**config.mk**
```make
export PLATFORM = sky130hd
export DESIGN_NAME = regfile_mp_flat
export DESIGN_NICKNAME = d
export VERILOG_FILES = /design/src/rtl/regfile_mp_if.sv /design/src/rtl/regfile_mp.sv /design/src/flat_wrapper.sv
export SDC_FILE = /design/constraint.sdc
export NUM_CORES = 2
export LEC_CHECK = 0
export CAP_MARGIN = 20
export CORE_UTILIZATION = 30
export DETAILED_ROUTE_END_ITERATION = 16
export GPL_TIMING_DRIVEN = 0
export PLACE_DENSITY_LB_ADDON = 0.25
export SETUP_SLACK_MARGIN = 0.05
export SYNTH_ARGS = -nofsm -noshare
export SYNTH_HDL_FRONTEND = slang
export SYNTH_SLANG_ARGS = --single-unit
export TNS_END_PERCENT = 20
```
**constraint.sdc**
```tcl
create_clock -name clk -period 3.4 [get_ports clk]
set_clock_uncertainty 0.2 [all_clocks]
set_input_delay 0.85 -clock clk [delete_from_list [all_inputs] [get_ports clk]]
set_output_delay 0.85 -clock clk [all_outputs]
set_load 0.01 [all_outputs]
```
**src/rtl/regfile_mp_if.sv**
```systemverilog
// Register file port bundle: read ports, write ports, issue and scoreboard view.
interface regfile_mp_if #(
    parameter int unsigned XLEN  = 32,
    parameter int unsigned NREGS = 32,
    parameter int unsigned NRD   = 2,
    parameter int unsigned NWR   = 2
);
    localparam int unsigned AW = $clog2(NREGS);

    logic [NRD*AW-1:0]   ra;
    logic [NRD*XLEN-1:0] rd;
    logic [NRD-1:0]      rbusy;
    logic [NWR-1:0]      we;
    logic [NWR*AW-1:0]   wa;
    logic [NWR*XLEN-1:0] wd;
    logic [NWR-1:0]      wclr;
    logic                iss_valid;
    logic [AW-1:0]       iss_a;
    logic [NREGS-1:0]    busy_vec;

    // Pipeline side: drives addresses, write data and issue
    modport master (
        output ra, we, wa, wd, wclr, iss_valid, iss_a,
        input  rd, rbusy, busy_vec
    );

    // Register file side
    modport slave (
        input  ra, we, wa, wd, wclr, iss_valid, iss_a,
        output rd, rbusy, busy_vec
    );
endinterface

```
**src/rtl/regfile_mp.sv**
```systemverilog
// Multi-port integer register file with write-to-read bypass and busy scoreboard.
// x0 reads as zero and is never busy; all state clears asynchronously on rst_n low.
module regfile_mp #(
    parameter int unsigned XLEN  = 32,
    parameter int unsigned NREGS = 32,
    parameter int unsigned NRD   = 2,
    parameter int unsigned NWR   = 2
) (
    input  logic         clk,
    input  logic         rst_n,
    regfile_mp_if.slave  bus
);
    localparam int unsigned AW = $clog2(NREGS);

    logic [XLEN-1:0]     regs [NREGS];
    logic [NREGS-1:0]    busy;
    logic [NREGS-1:0]    busy_nxt;
    logic [NRD*XLEN-1:0] rd_c;
    logic [NRD-1:0]      rbusy_c;

    // Register writes; later ports overwrite earlier ones so the highest index wins
    always_ff @(posedge clk or negedge rst_n) begin
        if (!rst_n) begin
            for (int r = 0; r < int'(NREGS); r++) begin
                regs[r] <= '0;
            end
        end else begin
            for (int j = 0; j < int'(NWR); j++) begin
                if (bus.we[j] && (bus.wa[j*AW +: AW] != '0)) begin
                    regs[bus.wa[j*AW +: AW]] <= bus.wd[j*XLEN +: XLEN];
                end
            end
        end
    end

    // Scoreboard next state: writeback clears first, then issue sets (new producer wins)
    always_comb begin
        busy_nxt = busy;
        for (int j = 0; j < int'(NWR); j++) begin
            if (bus.we[j] && bus.wclr[j]) begin
                busy_nxt[bus.wa[j*AW +: AW]] = 1'b0;
            end
        end
        if (bus.iss_valid) begin
            busy_nxt[bus.iss_a] = 1'b1;
        end
        busy_nxt[0] = 1'b0;
    end

    // Scoreboard register
    always_ff @(posedge clk or negedge rst_n) begin
        if (!rst_n) begin
            busy <= '0;
        end else begin
            busy <= busy_nxt;
        end
    end

    // Combinational read ports with bypass of same-cycle writes and clears
    always_comb begin
        logic [AW-1:0]   a;
        logic [XLEN-1:0] data;
        logic            bsy;
        rd_c    = '0;
        rbusy_c = '0;
        a       = '0;
        data    = '0;
        bsy     = 1'b0;
        for (int i = 0; i < int'(NRD); i++) begin
            a    = bus.ra[i*AW +: AW];
            data = regs[a];
            bsy  = busy[a];
            for (int j = 0; j < int'(NWR); j++) begin
                if (bus.we[j] && (bus.wa[j*AW +: AW] == a)) begin
                    data = bus.wd[j*XLEN +: XLEN];
                    if (bus.wclr[j]) begin
                        bsy = 1'b0;
                    end
                end
            end
            // x0 and reset both force the zero / not-busy view
            if ((a == '0) || !rst_n) begin
                data = '0;
                bsy  = 1'b0;
            end
            rd_c[i*XLEN +: XLEN] = data;
            rbusy_c[i]           = bsy;
        end
    end

    assign bus.rd       = rd_c;
    assign bus.rbusy    = rbusy_c;
    assign bus.busy_vec = busy;
endmodule
```
**src/flat_wrapper.sv**
```systemverilog
// flat-port wrapper written by rule: the top's interface ports become plain ports
module regfile_mp_flat 
#(
    parameter int unsigned XLEN  = 32,
    parameter int unsigned NREGS = 32,
    parameter int unsigned NRD   = 2,
    parameter int unsigned NWR   = 2
)
  (clk, rst_n, bus_ra, bus_we, bus_wa, bus_wd, bus_wclr, bus_iss_valid, bus_iss_a, bus_rd, bus_rbusy, bus_busy_vec);
  regfile_mp_if #(.XLEN(XLEN), .NREGS(NREGS), .NRD(NRD), .NWR(NWR)) bus_i ();
  input  logic clk;
  input  logic rst_n;
  input wire logic [$bits(bus_i.ra)-1:0] bus_ra;
  input wire logic [$bits(bus_i.we)-1:0] bus_we;
  input wire logic [$bits(bus_i.wa)-1:0] bus_wa;
  input wire logic [$bits(bus_i.wd)-1:0] bus_wd;
  input wire logic [$bits(bus_i.wclr)-1:0] bus_wclr;
  input wire logic [$bits(bus_i.iss_valid)-1:0] bus_iss_valid;
  input wire logic [$bits(bus_i.iss_a)-1:0] bus_iss_a;
  output wire logic [$bits(bus_i.rd)-1:0] bus_rd;
  output wire logic [$bits(bus_i.rbusy)-1:0] bus_rbusy;
  output wire logic [$bits(bus_i.busy_vec)-1:0] bus_busy_vec;
  assign bus_i.ra = bus_ra;
  assign bus_i.we = bus_we;
  assign bus_i.wa = bus_wa;
  assign bus_i.wd = bus_wd;
  assign bus_i.wclr = bus_wclr;
  assign bus_i.iss_valid = bus_iss_valid;
  assign bus_i.iss_a = bus_iss_a;
  assign bus_rd = bus_i.rd;
  assign bus_rbusy = bus_i.rbusy;
  assign bus_busy_vec = bus_i.busy_vec;
  regfile_mp #(.XLEN(XLEN), .NREGS(NREGS), .NRD(NRD), .NWR(NWR)) u_core (.clk(clk), .rst_n(rst_n), .bus(bus_i));
endmodule
```
---- After elaboration in Yosys (flattened, before gate mapping) ----
Cells that the tools add are included.
word-level totals
  memories ................................ 0
  memory bits (writable) .................. 0
  bits in read-only memories .............. 0
  bits in latches ......................... 0
  register bits after elaboration ......... 1055
operators by class
  equal/unequal tests ..................... 4
  $mul .................................... 0
  add/sub/neg operators ................... 0
  reductions and logical operators ........ 20
  shift-type cells ........................ 0
  div/mod/pow operators ................... 0
  $lt $le $gt $ge ......................... 14
  bitwise gates (word level) .............. 9
  muxes and demuxes ....................... 43
operators by type and width
  kind                  count
  $bwmux W1024          2
  $mux W1024            2
  $mux W32              15
  $bmux W32 S5          2
  $demux W32 S5         2
  $and A32 B32 Y32      2
  $not A32 Y32          2
  $or A32 B32 Y32       1
  $lt A5 B6 Y1 const B  5
  $ge A6 B6 Y1 const B  4
  $not A5 Y6            4
  $eq A5 B5 Y1          4
  $demux W1 S5          3
  $ge A5 B1 Y1 const B  3
  $mux W1               15
  $logic_and A1 B1 Y1   13
  $lt A6 B1 Y1 const B  2
  $bmux W1 S5           2
  $logic_not A5 Y1      2
  $reduce_bool A5 Y1    2
  $logic_or A1 B1 Y1    2
  $logic_not A1 Y1      1

---- Longest topological paths before layout ----
  word-level depth ........................ 11
  mapped depth ............................ 9

---- Worst setup path before layout ----
Ideal clock, no wire load.
  path kind ............................... input to output
  from .................................... input bus_ra[7]
  to ...................................... output bus_rd[50]
  slack ................................... -0.316 ns
  arrival ................................. 2.666 ns
  stages on the path ...................... 8
  path buffers ............................ 4
  cell sequence ........................... buf_2 -> buf_4 -> clkbuf_1 -> buf_1 -> mux4_2 -> o22ai_1 -> nor2_1 -> a221o_1
between the ends
  word-level cells in the longest chain between the ends .. 7
RTL lines
  element                                      RTL line            RTL
  from (decl)                                  flat_wrapper.sv:13  input wire logic [$bits(bus_i.ra)-1:0] bus_ra;
  $not A5 Y6 (not written as such)             regfile_mp.sv:71    data = regs[a];
  $bmux W32 S5                                 regfile_mp.sv:71
  $mux W32 (not written as such) (2 in a row)  regfile_mp.sv:71
  $mux W32 (2 in a row)                        regfile_mp.sv:74    if (bus.we[j] && (bus.wa[j*AW +: AW] == a)) begin
  $mux W32 *                                   regfile_mp.sv:82    if ((a == '0) || !rst_n) begin
  to (decl)                                    flat_wrapper.sv:20  output wire logic [$bits(bus_i.rd)-1:0] bus_rd;
Mark *: on every way between the ends. The rest lies on a longest branch, timed or not. The select of a mux whose other input is x is not followed.

---- Final worst setup path ----
  from .................................... input bus_ra[0]
  to ...................................... output bus_rd[27]
The elaborated chain is that of the path after synthesis.

==> run metrics <==
run status=finished with violations; failing checks=negative setup slack; Pins Over Slew Limit=0; gr usage total=0.325; worst skew pair latency=0.78 ns; Starting DRT DRC Count=9,307; clock sink total=1,055; via/cell ratio=6.24; wire per inst=37.9 um; register bit total from synthesis=1,055; compound-gate portion of the synthesized area=0.118; Post-Synth Adder-Cell Area=0; Crit Path Class=in2out; Arr. time, crit path=3.38 ns; Final Setup Violations=87; worst min path class=in2async; Post-route DRC=0; register area=26,400 sq um; io pins=a little under 200; DP HPWL=278,000 um; sequential element share of the synthesized area=0.397; Core ar.=220,000 sq um; Port-buffer cells=115; Worst Tran Pin Value=approximately 1.2 ns; fin crit share=1.30; CTS Buffer Depth=3; area of the die=224,000 sq um; maximum VDD drop=about 0.5 mV; Root Driver=clkbuf_16; Num CTS Buffers=133; first-pass GRT wire length=499,000 um; prevailing post-synth register cell=dfrtp_1; Critical Path Start Type=primary input; XOR/XNOR Fraction of Synth Area=0.00263; post-route ant nets=0; post-synthesis net count=between 6,000 and 7,000; post-synth top area share=0.397; Syn Std Cell Area=~67,000 sq um; P&R area growth vs syn=26.1%; drt pass-1 iters=6; fraction of layout instances using a drive strength above 1=0.256; largest family of logic cells by synthesized area=multiplexers; Setup crit end kind=output pin; Finished Core Util=0.382; vias in the first global route=between 50,000 and 60,000; Reg clk slew, reported paths=0.06 ns; Final min period=4.43 ns; Std-Cell Rows=172; Avg Cell Area, Syn=10.6 sq um; Cells after Synth=6,270; H-tree depth reported by CTS=4; global route total overflow=0; initial antenna violation count=19; synth unique cells=64; mux share of post-synthesis cell area=0.342; WP data required=2.35 ns; Non-Filler Instances=9,818; gpl congestion=1.02; CTS tree=yes; nets=6,843; largest area contributor in the netlist=dfrtp_1; largest net degree at the start of global routing=166; Fillers=21,732; Max-slew headroom=0.182; Vias=61,266; Initial Util=0.303; final setup margin=-1.03 ns; final hold vios=0; Post-Route WL=372,000 um; Placed Cells incl. Taps=9,363; Post-synth EDFFs=0; Power Density=572 nW/um^2; Max Cap Viol=0; DIE HEIGHT=473 um; Die W=473 um; Max Fclk=226 MHz; unrepaired setup endpoints after global routing=true; Synth Area in Simple Gates=0.0857; CP Max Fanout=4; synth warn=0; Synth area leaders=dfrtp_1 (40%), mux4_2 (19%), mux2i_1 (15%); P_leak=35.2 nW; area of the multi-input gates=38,900 sq um; ys async rst share=1.00
## metal layers
layer  vias up  GRT usage  part of all wire
met5         -          0           0.00013
met4         8      0.231             0.082
met3       897     0.0822              0.10
met2      4311      0.471              0.43
met1     31839      0.422              0.39
li1      24211          -                 -
## final cells by class
class | instances | share of cell area
Antenna cell | 13 | 0.000388
Buffer | 822 | 0.0659
Clock buffer | 201 | 0.0474
Clock inverter | 34 | 0.00529
Inverter | 6 | 0.000313
Multi-Input combinational cell | 4374 | 0.463
Sequential cell | 1055 | 0.315
Tap cell | 2958 | 0.0441
Timing Repair Buffer | 355 | 0.0585
## report_power, final
| part | leakage (nW) | internal (W) | switching (W) | total (W) |
|---|---|---|---|---|
| Sequential | 13.0 | 0.0158 | 0.00299 | 0.0188 |
| Combinational | 20.1 | 0.00696 | 0.00726 | 0.0142 |
| Clock | 2.18 | 0.00868 | 0.00631 | 0.0150 |
| Total | 35.2 | 0.0314 | 0.0166 | 0.0480 |
## cells in the final DEF, fill, tap and decap left out, types with 11 or more instances in the layout
| cell | instances |
|---|---|
| nand3_1 | 39 |
| xor2_1 | 11 |
| a32oi_1 | 19 |
| buf_8 | 23 |
| nand3_2 | 24 |
| clkdlybuf4s50_1 | 37 |
| a221o_2 | 15 |
| nor2_1 | 463 |
| mux2i_1 | 981 |
| buf_2 | 105 |
| o221ai_1 | 27 |
| a22oi_2 | 61 |
| a221o_1 | 16 |
| o21ai_1 | 38 |
| clkinv_2 | 15 |
| clkbuf_1 | 489 |
| clkbuf_4 | 31 |
| buf_12 | 87 |
| buf_6 | 110 |
| clkbuf_2 | 45 |
| o2111ai_1 | 31 |
| nand4_1 | 64 |
| o22ai_4 | 59 |
| buf_16 | 64 |
| buf_1 | 25 |
| nor2_2 | 22 |
| nand2_1 | 663 |
| nand3_4 | 13 |
| buf_4 | 134 |
| mux4_2 | 558 |
| diode_2 | 13 |
| o22ai_1 | 23 |
| a21oi_1 | 413 |
| dfrtp_1 | 1048 |
| o22ai_2 | 42 |
| mux2i_4 | 27 |
| clkbuf_16 | 154 |
| clkbuf_8 | 59 |
| o21ai_0 | 624 |
## kinds of logic (layout without fill, tap and decap cells)
| kind of cell | Yosys count | in the layout |
|---|---|---|
| mux | 1577 | 1577 |
| other cells | 1 | 14 |
| compound gates | 1405 | 1405 |
| xor+xnor | 20 | 20 |
| buf+inv | 841 | 1418 |
| flops | 1055 | 1055 |
| simple gates | 1371 | 1371 |
## cells in the mapped netlist, drive strengths merged, types with 27 or more instances
| cell type | instances |
|---|---|
| a21oi | 416 |
| a221o | 31 |
| a22oi | 62 |
| buf | 259 |
| clkbuf | 576 |
| dfrtp | 1055 |
| mux2i | 1014 |
| mux4 | 558 |
| nand2 | 668 |
| nand3 | 76 |
| nand4 | 64 |
| nor2 | 490 |
| o2111ai | 32 |
| o21ai | 669 |
| o221ai | 27 |
| o22ai | 124 |
## through the flow
step	worst slack, ns	setup TNS (ns)	total power [W]	area [sq um]	hold WS (ns)
global placement	-52.70	-	0.0306	72300	0.253
detailed placement	-3.50	-1405.98	0.0311	72700	0.270
floorplan	-0.0944	-5.71	0.0256	67400	0.238
finish	-1.03	-52.61	0.0480	83900	0.0641
global route	-0.994	-51.96	0.0494	83900	0.0483
CTS	-0.875	-47.74	0.0473	82700	0.0267
## worst paths after layout
| kind | endpoint | cells past startpoint | start | slack, ns |
|---|---|---|---|---|
| setup / recovery | bus_rd[27] | 12 | bus_ra[0] | -1.03 |
| hold / removal | u_core.regs[371] | 3 | rst_n | 0.06 |
| setup reg to reg | u_core.regs[734] | 3 | u_core.regs[734] | 2.17 |
| hold reg to reg | u_core.regs[1008] | 1 | u_core.regs[1008] | 0.28 |
| max in group asynchronous | u_core.regs[794] | 5 | rst_n | 1.08 |
| min in group clk | u_core.regs[25] | 3 | bus_wd[57] | 0.27 |
## flip-flops by register name (all words and copies together), names as in the netlist
name,cells
u_core.bus.busy_vec,31
u_core.regs,1024
## timing repair
| action | 4_1_cts | 5_1_grt |
|---|---|---|
| gates cloned | 37 | 5 |
| endpoints found under the setup margin | 978 | 231 |
| resized for setup | 1107 | 160 |
| pin swaps | 179 | 97 |
| hold buffers | 7 | 0 |
| setup buffers | 128 | 46 |
| endpoints found under the hold margin | 112 | 0 |
## critical path, cell delays in order
cell and delay (ns):
buf_16 0.10, buf_16 0.13, buf_16 0.12, buf_12 0.15, buf_16 0.15, buf_6 0.10
mux4_2 0.49, a22oi_2 0.59, o21ai_2 0.15, nand4_1 0.22, nand3_2 0.14, buf_6 0.15
No activity file was read; power rests on OpenSTA's default activity.
